[src/rtl/decode_length.sv]
// x86 length decoder: walks a captured 10-byte fetch window one byte per cycle
// and presents prefixes, opcode, ModRM/SIB, displacement and immediate.
// Optional: define DECODE_ADDR16_EN to honour the 67 prefix as 16-bit ModRM addressing.
module decode_length (
  input  logic        clock,
  input  logic        reset,
  input  logic [7:0]  instruction [0:9],
  input  logic        instruction_ready,
  input  logic [31:0] window_address,
  output logic        decode_valid,
  input  logic        decode_ready,
  output logic        prefix_opsize,
  output logic        prefix_addrsize,
  output logic        prefix_lock,
  output logic [1:0]  prefix_rep,
  output logic [2:0]  segment_override,
  output logic [7:0]  opcode,
  output logic        opcode_two_byte,
  output logic [7:0]  modrm,
  output logic [7:0]  sib,
  output logic        modrm_valid,
  output logic        sib_valid,
  output logic [31:0] displacement,
  output logic [2:0]  disp_size,
  output logic [31:0] immediate,
  output logic [2:0]  imm_size,
  output logic [3:0]  instruction_length,
  output logic        decode_error,
  output logic [31:0] program_counter,
  output logic        program_counter_valid,
  output logic [3:0]  debug_state
);

  // Handshake: a result transfers at a rising edge where decode_valid && decode_ready;
  // decode_valid and all fields hold until then, and program_counter_valid pulses
  // for the one cycle that follows the transfer edge.

  typedef enum logic [3:0] {
    IDLE, PREFIX, OPCODE, OPCODE2, MODRM, SIB, DISP, IMM, DONE
  } state_t;

  state_t      state;
  logic [7:0]  win [0:9];
  logic [31:0] base_addr;
  logic [3:0]  p;
  logic [2:0]  disp_cnt;
  logic [2:0]  imm_cnt;

  logic [7:0]  cur;
  logic [2:0]  z_size, op_imm, rm_disp, rm_imm, sib_disp;
  logic        op_modrm, rm_sib, addr16, disp_last, imm_last, consume;
  logic [31:0] disp_next;
  state_t      after;

  assign debug_state = state;

`ifdef DECODE_ADDR16_EN
  assign addr16 = prefix_addrsize;
`else
  assign addr16 = 1'b0;
`endif

  function automatic logic is_prefix(input logic [7:0] b);
    case (b)
      8'h66, 8'h67, 8'hF0, 8'hF2, 8'hF3,
      8'h26, 8'h2E, 8'h36, 8'h3E, 8'h64, 8'h65: is_prefix = 1'b1;
      default:                                 is_prefix = 1'b0;
    endcase
  endfunction

  function automatic logic has_modrm(input logic [7:0] op, input logic two);
    if (two)                    has_modrm = (op[7:4] != 4'h8);
    else if (op[7:6] == 2'b00)  has_modrm = ~op[2];
    else if (op[7:4] == 4'h8)   has_modrm = 1'b1;
    else begin
      case (op)
        8'hC0, 8'hC1, 8'hC6, 8'hC7, 8'hD0, 8'hD1, 8'hD2, 8'hD3,
        8'hF6, 8'hF7, 8'hFE, 8'hFF: has_modrm = 1'b1;
        default:                    has_modrm = 1'b0;
      endcase
    end
  endfunction

  // F6/F7 immediates depend on ModRM.reg and are resolved in the MODRM state.
  function automatic logic [2:0] imm_of(input logic [7:0] op, input logic two,
                                        input logic [2:0] z);
    imm_of = 3'd0;
    if (two) begin
      if (op[7:4] == 4'h8) imm_of = z;
    end else if (op[7:6] == 2'b00) begin
      if (op[2:0] == 3'b100)      imm_of = 3'd1;
      else if (op[2:0] == 3'b101) imm_of = z;
    end else if (op[7:4] == 4'h7)     imm_of = 3'd1;
    else if (op[7:3] == 5'b10110)     imm_of = 3'd1;
    else if (op[7:3] == 5'b10111)     imm_of = z;
    else begin
      case (op)
        8'h68, 8'h81, 8'hC7, 8'hE8, 8'hE9:               imm_of = z;
        8'h6A, 8'h80, 8'h83, 8'hC0, 8'hC1, 8'hC6, 8'hEB: imm_of = 3'd1;
        default:                                         imm_of = 3'd0;
      endcase
    end
  endfunction

  function automatic logic op_known(input logic [7:0] op);
    if (op[7:6] == 2'b00) op_known = (op[2:1] != 2'b11);
    else begin
      case (op[7:4])
        4'h4, 4'h5, 4'h7, 4'h8, 4'h9, 4'hB: op_known = 1'b1;
        default: begin
          case (op)
            8'h68, 8'h6A, 8'hC0, 8'hC1, 8'hC3, 8'hC6, 8'hC7, 8'hCC,
            8'hD0, 8'hD1, 8'hD2, 8'hD3, 8'hE8, 8'hE9, 8'hEB, 8'hF4,
            8'hF6, 8'hF7, 8'hFE, 8'hFF: op_known = 1'b1;
            default:                    op_known = 1'b0;
          endcase
        end
      endcase
    end
  endfunction

  always_comb begin
    cur      = (p < 4'd10) ? win[p] : 8'h00;
    z_size   = prefix_opsize ? 3'd2 : 3'd4;
    op_modrm = has_modrm(cur, state == OPCODE2);
    op_imm   = imm_of(cur, state == OPCODE2, z_size);

    rm_sib  = 1'b0;
    rm_disp = 3'd0;
    if (addr16) begin
      if (cur[7:6] == 2'b01)                               rm_disp = 3'd1;
      else if (cur[7:6] == 2'b10)                          rm_disp = 3'd2;
      else if (cur[7:6] == 2'b00 && cur[2:0] == 3'b110)    rm_disp = 3'd2;
    end else begin
      rm_sib = (cur[7:6] != 2'b11) && (cur[2:0] == 3'b100);
      if (cur[7:6] == 2'b01)                               rm_disp = 3'd1;
      else if (cur[7:6] == 2'b10)                          rm_disp = 3'd4;
      else if (cur[7:6] == 2'b00 && cur[2:0] == 3'b101)    rm_disp = 3'd4;
    end

    rm_imm = imm_size;
    if (!opcode_two_byte && (opcode == 8'hF6 || opcode == 8'hF7))
      rm_imm = (cur[5:3] == 3'b000) ? (opcode[0] ? z_size : 3'd1) : 3'd0;
    sib_disp = (modrm[7:6] == 2'b00 && cur[2:0] == 3'b101) ? 3'd4 : disp_size;

    disp_last = (disp_cnt + 3'd1 == disp_size);
    imm_last  = (imm_cnt + 3'd1 == imm_size);

    disp_next = displacement;
    disp_next[{disp_cnt[1:0], 3'b000} +: 8] = cur;
    if (disp_last) begin
      case (disp_size)
        3'd1:    disp_next = {{24{disp_next[7]}}, disp_next[7:0]};
        3'd2:    disp_next = {{16{disp_next[15]}}, disp_next[15:0]};
        default: disp_next = disp_next;
      endcase
    end

    // 'after' is where the walk goes once the byte at p has been consumed.
    consume = 1'b1;
    after   = DONE;
    case (state)
      PREFIX:  begin consume = is_prefix(cur); after = PREFIX; end
      OPCODE:  if (cur == 8'h0F) after = OPCODE2;
               else after = op_modrm ? MODRM : ((op_imm != 3'd0) ? IMM : DONE);
      OPCODE2: after = op_modrm ? MODRM : ((op_imm != 3'd0) ? IMM : DONE);
      MODRM:   after = rm_sib ? SIB : ((rm_disp != 3'd0) ? DISP :
                                      ((rm_imm != 3'd0) ? IMM : DONE));
      SIB:     after = (sib_disp != 3'd0) ? DISP : ((imm_size != 3'd0) ? IMM : DONE);
      DISP:    after = disp_last ? ((imm_size != 3'd0) ? IMM : DONE) : DISP;
      IMM:     after = imm_last ? DONE : IMM;
      default: consume = 1'b0;
    endcase
  end

  always_ff @(posedge clock or posedge reset) begin
    if (reset) begin
      state <= IDLE;
      for (int i = 0; i < 10; i++) win[i] <= 8'h00;
      base_addr <= 32'd0;  p <= 4'd0;  disp_cnt <= 3'd0;  imm_cnt <= 3'd0;
      decode_valid <= 1'b0;  program_counter_valid <= 1'b0;  program_counter <= 32'd0;
      prefix_opsize <= 1'b0;  prefix_addrsize <= 1'b0;  prefix_lock <= 1'b0;
      prefix_rep <= 2'd0;  segment_override <= 3'd0;
      opcode <= 8'h00;  opcode_two_byte <= 1'b0;
      modrm <= 8'h00;  sib <= 8'h00;  modrm_valid <= 1'b0;  sib_valid <= 1'b0;
      displacement <= 32'd0;  disp_size <= 3'd0;  immediate <= 32'd0;  imm_size <= 3'd0;
      instruction_length <= 4'd0;  decode_error <= 1'b0;
    end else begin
      program_counter_valid <= 1'b0;
      case (state)
        IDLE: if (instruction_ready) begin
          for (int i = 0; i < 10; i++) win[i] <= instruction[i];
          base_addr <= window_address;  p <= 4'd0;  disp_cnt <= 3'd0;  imm_cnt <= 3'd0;
          prefix_opsize <= 1'b0;  prefix_addrsize <= 1'b0;  prefix_lock <= 1'b0;
          prefix_rep <= 2'd0;  segment_override <= 3'd0;
          opcode <= 8'h00;  opcode_two_byte <= 1'b0;
          modrm <= 8'h00;  sib <= 8'h00;  modrm_valid <= 1'b0;  sib_valid <= 1'b0;
          displacement <= 32'd0;  disp_size <= 3'd0;  immediate <= 32'd0;  imm_size <= 3'd0;
          instruction_length <= 4'd0;  decode_error <= 1'b0;
          state <= PREFIX;
        end
        PREFIX: if (consume) begin
          case (cur)
            8'h66: prefix_opsize <= 1'b1;
            8'h67: begin
              prefix_addrsize <= 1'b1;
`ifndef DECODE_ADDR16_EN
              decode_error <= 1'b1;
`endif
            end
            8'hF0: prefix_lock <= 1'b1;
            8'hF3: prefix_rep <= 2'd1;
            8'hF2: prefix_rep <= 2'd2;
            8'h26: segment_override <= 3'd1;
            8'h2E: segment_override <= 3'd2;
            8'h36: segment_override <= 3'd3;
            8'h3E: segment_override <= 3'd4;
            8'h64: segment_override <= 3'd5;
            default: segment_override <= 3'd6;
          endcase
        end else begin
          state <= OPCODE;
        end
        OPCODE: begin
          opcode <= cur;
          if (cur != 8'h0F) begin
            imm_size <= op_imm;
            if (!op_known(cur)) decode_error <= 1'b1;
          end
        end
        OPCODE2: begin
          opcode <= cur;  opcode_two_byte <= 1'b1;  imm_size <= op_imm;
        end
        MODRM: begin
          modrm <= cur;  modrm_valid <= 1'b1;  disp_size <= rm_disp;  imm_size <= rm_imm;
        end
        SIB: begin
          sib <= cur;  sib_valid <= 1'b1;  disp_size <= sib_disp;
        end
        DISP: begin
          displacement <= disp_next;  disp_cnt <= disp_cnt + 3'd1;
        end
        IMM: begin
          immediate[{imm_cnt[1:0], 3'b000} +: 8] <= cur;  imm_cnt <= imm_cnt + 3'd1;
        end
        DONE: if (decode_ready) begin
          decode_valid <= 1'b0;  program_counter_valid <= 1'b1;  state <= IDLE;
        end
        default: state <= IDLE;
      endcase

      // Running off the end of the window truncates the instruction at 10 bytes.
      if (consume) begin
        if (after != DONE && p == 4'd9) begin
          decode_error <= 1'b1;  instruction_length <= 4'd10;
          program_counter <= base_addr + 32'd10;
          decode_valid <= 1'b1;  state <= DONE;
        end else begin
          p <= p + 4'd1;
          state <= after;
          if (after == DONE) begin
            decode_valid <= 1'b1;
            instruction_length <= p + 4'd1;
            program_counter <= base_addr + {28'd0, p + 4'd1};
          end
        end
      end
    end
  end

endmodule

[config.mk]
export PLATFORM = sky130hd
export DESIGN_NAME = decode_length
export DESIGN_NICKNAME = d
export VERILOG_FILES = /design/src/rtl/decode_length.sv
export SDC_FILE = /design/constraint.sdc
export NUM_CORES = 1
export LEC_CHECK = 0
export BUFFER_PORTS_ARGS = -buffer_cell sky130_fd_sc_hd__buf_2
export CORE_ASPECT_RATIO = 1.1
export CORE_MARGIN = 1
export CORE_UTILIZATION = 30
export DETAILED_ROUTE_END_ITERATION = 12
export SLEW_MARGIN = 10
export SYNTH_ARGS = -nofsm -noshare
export SYNTH_HDL_FRONTEND = slang
export SYNTH_SLANG_ARGS = --single-unit
export TNS_END_PERCENT = 5
[constraint.sdc]
create_clock -name clock -period 15.4 [get_ports clock]
set_input_delay 4.62 -clock clock [delete_from_list [all_inputs] [get_ports clock]]
set_output_delay 4.62 -clock clock [all_outputs]
set_load 0.03 [all_outputs]
=== Yosys cells after proc, flatten, opt, wreduce, memory -nomap -nowiden ===
Index checks and enable logic that the tools add are counted.

* Add/subtract/negate cells: 7
* Multipliers: 0
* Divide/modulo/power cells: 0
* $lt $le $gt $ge: 2
* Equal/unequal tests: 79
* Shift-type cells: 4
* Mux-type cells: 111
* Bitwise operators: 2
* Reductions and logical operators: 51

{| class="wikitable"
|+ Operators with widths
! kind !! number
|-
| $eq 8x8->1 const B || 26
|-
| $pmux 32 s2 || 3
|-
| $mux 32 || 4
|-
| $mux 4 || 23
|-
| $bwmux 32 || 2
|-
| $shift 8x7->32 const A || 2
|-
| $shiftx 8x7->32 || 2
|-
| $mux 3 || 19
|-
| $eq 8x7->1 const B || 6
|-
| $pmux 8 s2 || 3
|-
| $add 32x4->32 || 1
|-
| $add 32x4->32 const B || 1
|-
| $bmux 8 s4 || 1
|-
| $eq 8x6->1 const B || 4
|-
| $mux 8 || 4
|-
| $mux 1 || 31
|-
| $eq 4x3->1 const B || 7
|-
| $pmux 4 s7 || 1
|-
| $eq 4x4->1 const B || 6
|-
| $pmux 3 s2 || 4
|-
| $reduce_and 4->1 || 5
|-
| $reduce_or 20->1 || 1
|-
| $pmux 3 s6 || 1
|-
| $reduce_and 2->1 || 9
|-
| other kinds (46) || 90
|}

* Register bits: 270
* Latch bits: 0
* Bits in writable memories: 0
* ROM bits: 0
* Input port bits: 116
* Output and inout bits: 148
* Word-level logic and storage cells: 291
* Memories: 0

=== Depth between registers and ports, before layout ===
* Depth in word-level cells: 22
* Mapped depth: 18
* Mapped depth without buffers: 11

=== Least setup slack after synthesis ===
OpenSTA, ideal clock, no wires.

* Kind: input to register
* Start: input instruction_ready
* End: register base_addr[0]
* Library setup time: 65 ps
* Arrival: 5737 ps
* Required time: 15335 ps
* Slack: 9598 ps
* Stages: 6
* Path buffers: 3
* Cell sequence: and2_1 clkbuf_1 clkbuf_1 clkbuf_1 nand2_1 nand2_1

* Cells in the longest elaborated chain, start to end: 1

{| class="wikitable"
|+ RTL lines
! element !! RTL line !! RTL
|-
| start, declared || 8 || <nowiki>input logic instruction_ready,</nowiki>
|-
| $reduce_and 2->1 (no source line) || - ||
|-
| end signal, assigned || 180 || <nowiki>base_addr <= 32'd0; p <= 4'd0; disp_cnt <= 3'd0; imm_cnt <= 3'd0;</nowiki>
|-
| end signal, assigned || 193 || <nowiki>base_addr <= window_address; p <= 4'd0; disp_cnt <= 3'd0; imm_cnt <= 3'd0;</nowiki>
|-
| end, declared || 44 || <nowiki>logic [31:0] base_addr;</nowiki>
|}

Every way passes these cells.
A chain may end at the register's enable or synchronous reset.

=== Final worst setup path ===
* Start: register state[0] (netlist: debug_state[0])
* End: output debug_state[0]

{| class="wikitable"
|+ RTL lines
! element !! RTL line !! RTL
|-
| start, declared || 42 || <nowiki>state_t state;</nowiki>
|-
| start signal, assigned || 260 || <nowiki>state <= after;</nowiki>
|-
| end, declared || 31 || <nowiki>output logic [3:0] debug_state</nowiki>
|}

No word-level cell between the ends.

==> key figures <==
Route
  – WL/cell: ~18 um
  – Vias: 11700
  – Vias per inst: ~5
  – Number of DRC markers in iteration 0: ~650
  – Final WL: roughly 42 mm
  – DRC: 0
  – DRT Pass-1 Iters: 7
  – Routed Antenna Nets: 0

Synthesis
  – Yosys reg bits: 270
  – Synth cell types: 76
  – Mapped Cells: ~1500
  – Mapped cell area: approximately 13000 um^2
  – Mean area per synthesized cell: slightly below 9 um^2
  – Yosys Warn Count: 0
  – Ys async rst share: 100%
  – Main synth FF type: dfrtp_1
  – Syn Nets: 1626
  – Post-synthesis sequential area ratio: slightly above 50%
  – EDFF count, synth: 0

Floorplanning
  – Top-level port count: 264
  – Total die area: 45300 um^2
  – Core footprint: about 44000 um^2
  – Initial Utilization: 30.6%
  – Die H: between 200 and 250 um
  – Die W: approximately 200 um
  – FP Rows: 80

Clock tree
  – Post-CTS Resized: 0
  – H-tree levels: 1
  – CTS Root Cell: clkbuf_16
  – # clock sinks: 270
  – Clk_lat worst skew: between 500 and 600 ps
  – Clock transition at the registers of the reported paths: roughly 60 ps
  – Post-CTS Setup Inserts: 0
  – Total CTS buffers: 31
  – CTS Buffer Depth: 3
  – CTS tree: built
  – CTS Hold Buffers Added: 0

Power and ir drop
  – Logic gate share of total power: around half
  – Maximum vdd ir drop: ~0.16 mV
  – Total power: approximately 0.0036 W
  – Switching Share: 47.3%
  – P_sw: ~0.0017 W
  – Sequential share of power: ~31%
  – Cell Pwr Density: 221 nW/um^2
  – Leakage power: 8.04 nW
  – Clock Power Share: 20.6%
  – Int Power: approximately 0.0019 W

Global routing
  – First-pass GRT wire length: 65.1 mm
  – Grt total ovfl: 0
  – Total track usage: 18.4%
  – Largest net degree at the start of global routing: between 100 and 150
  – M1 GR Usage: 24.3%
  – Vias in the first global route: ~11000
  – Grt peak-use layer: met2
  – GR Util met2: between 30% and 40%
  – Met3 Usage GRT: between 3 and 4%
  – Antenna violations before repair: 1

Worst setup path
  – Critical Path AT: roughly 1700 ps
  – Crit path max-delay family: flip-flops
  – Worst Setup Start Kind: register
  – Crit path kind: reg -> out
  – Required @ worst endpoint: 10780 ps
  – Buffers & Inverters on Critical Path: 1
  – CP max stage delay: 740 ps
  – Critical Path Slowest Stage Cell: dfrtp_1
  – Worst-path maximum fanout: 22
  – CP cell instances: buf_2
  – CP Capture Type: primary output

Worst hold path
  – Hold WC Path Type: reg -> reg

STA
  – Final-report setup violation count: 0
  – Worst Clk Skew: about 11 ps
  – Min Tclk post-route: approximately 6300 ps
  – Rel. slew slack: a little under a fifth
  – RSZ-0062 raised after global routing: no
  – Final hold violations: 0
  – Worst-margin pin slew: 1230 ps
  – Period Utilization, post-route: roughly 41%
  – Final Max Tran Viols: 0
  – Setup_tns: 0 ps
  – FMAX: 159 MHz

Finish
  – Diode count: 0
  – Commonest non-fill, non-tap cell in the layout: nand2_1
  – Share of cells above drive strength 1: around a fifth
  – Most frequent cells in the layout: 446 x nand2_1, 269 x dfrtp_1, 263 x buf_2
  – Area grow syn2layout: 21.0%
  – Total Nets Final: approximately 1800

Flow run
  – Max-cap violations: 0

Status
  – Outcome: finished clean

Placement
  – Final HPWL DP: ~29 mm
  – Port bufs: about 260
  – Routability congestion estimate: 0.869
-- cell type report --
class	instances	area [um^2]
timing repair buffer	282	1460
clock buffer	42	877
tap	574	718
multi-input combinational	1097	6050
fill	4607	27500
clock inverter	15	144
sequential	270	6760
inverter	30	120
-- flip-flops by register name (all words and copies together), names as in the netlist, 2 cells and up --
register and flops:
base_addr 32, debug_state 4, disp_cnt 3, disp_size 3, displacement 32, imm_cnt 3
imm_size 3, immediate 32, instruction_length 4, modrm 8, opcode 8, p 4
prefix_rep 2, program_counter 32, segment_override 3, sib 8, win 80
-- tightest hold or removal path, stage by stage, from the launching register on --
cell and delay (ps):
dfrtp_1 330, nand2_1 50, nand2_1 50
-- Yosys cell counts, types with 12 or more instances --
cell type	instances	area [um^2]
a22o_1	26	228
nor2_1	61	229
o21ai_0	112	561
nand3_1	60	300
mux2i_1	38	380
dfrtp_1	270	6760
a21oi_1	61	305
a31oi_1	22	138
or3_1	17	106
a211oi_1	12	90.1
ha_1	16	200
nand2_1	447	1680
inv_1	30	113
clkbuf_1	73	274
nor3_1	20	100
-- cell families after synthesis --
family / after synthesis / synth area share [%]
xor gates and xnor gates: 15 / 0.985
muxes: 58 / 5.10
adders and majority gates: 17 / 1.65
AOI/OAI and AO/OA: 325 / 15.5
buffers and inverters: 126 / 4.12
and+or+nand+nor: 682 / 22.0
DFF: 270 / 50.7
-- per-layer routing --
| metal | part of all wire [%] | vias to the layer above | wire length [um] |
|---|---|---|---|
| li1 | - | 5615 | - |
| met1 | 44 | 5648 | 18200 |
| met2 | 48 | 344 | 20200 |
| met3 | 5.5 | 60 | 2290 |
| met4 | 2.5 | 0 | 1040 |
| met5 | 0 | - | 0 |
-- stage by stage --
stage	area, um^2	instances	hold WS [ps]	utilization (%)	setup WS, ps
after detailed placement	15100	2253	457	34.6	8380
final	16100	2310	466	37.0	9130
after global routing	16100	2310	491	37.0	8750
after CTS	16100	2310	472	36.9	9000
after global placement	15100	2253	453	34.6	8410
after floorplan	13300	1493	438	-	3340
-- power groups by stage --
stage	registers [W]	logic, W	clock network [W]
2_1_floorplan	0.00119	0.00106	0
3_3_place_gp	0.00112	0.00168	0
3_5_place_dp	0.00113	0.00171	0
4_1_cts	0.00112	0.00172	0.000757
5_1_grt	0.00115	0.00188	0.000787
6_report	0.00111	0.00171	0.000735
-- final timing paths --
check                               startpoint                   to  slack (ps)  cells after the start
max in group asynchronous                reset        base_addr[15]        9180                      4
min in group asynchronous                reset         immediate[0]        4110                      2
worst max-delay path            debug_state[0]       debug_state[0]        9130                      1
worst max register to register            p[0]  program_counter[15]        9510                     14
worst min register to register         win[35]              win[35]         470                      2
worst min-delay path                   win[35]              win[35]         470                      2
No activity file was read; power rests on OpenSTA's default activity.
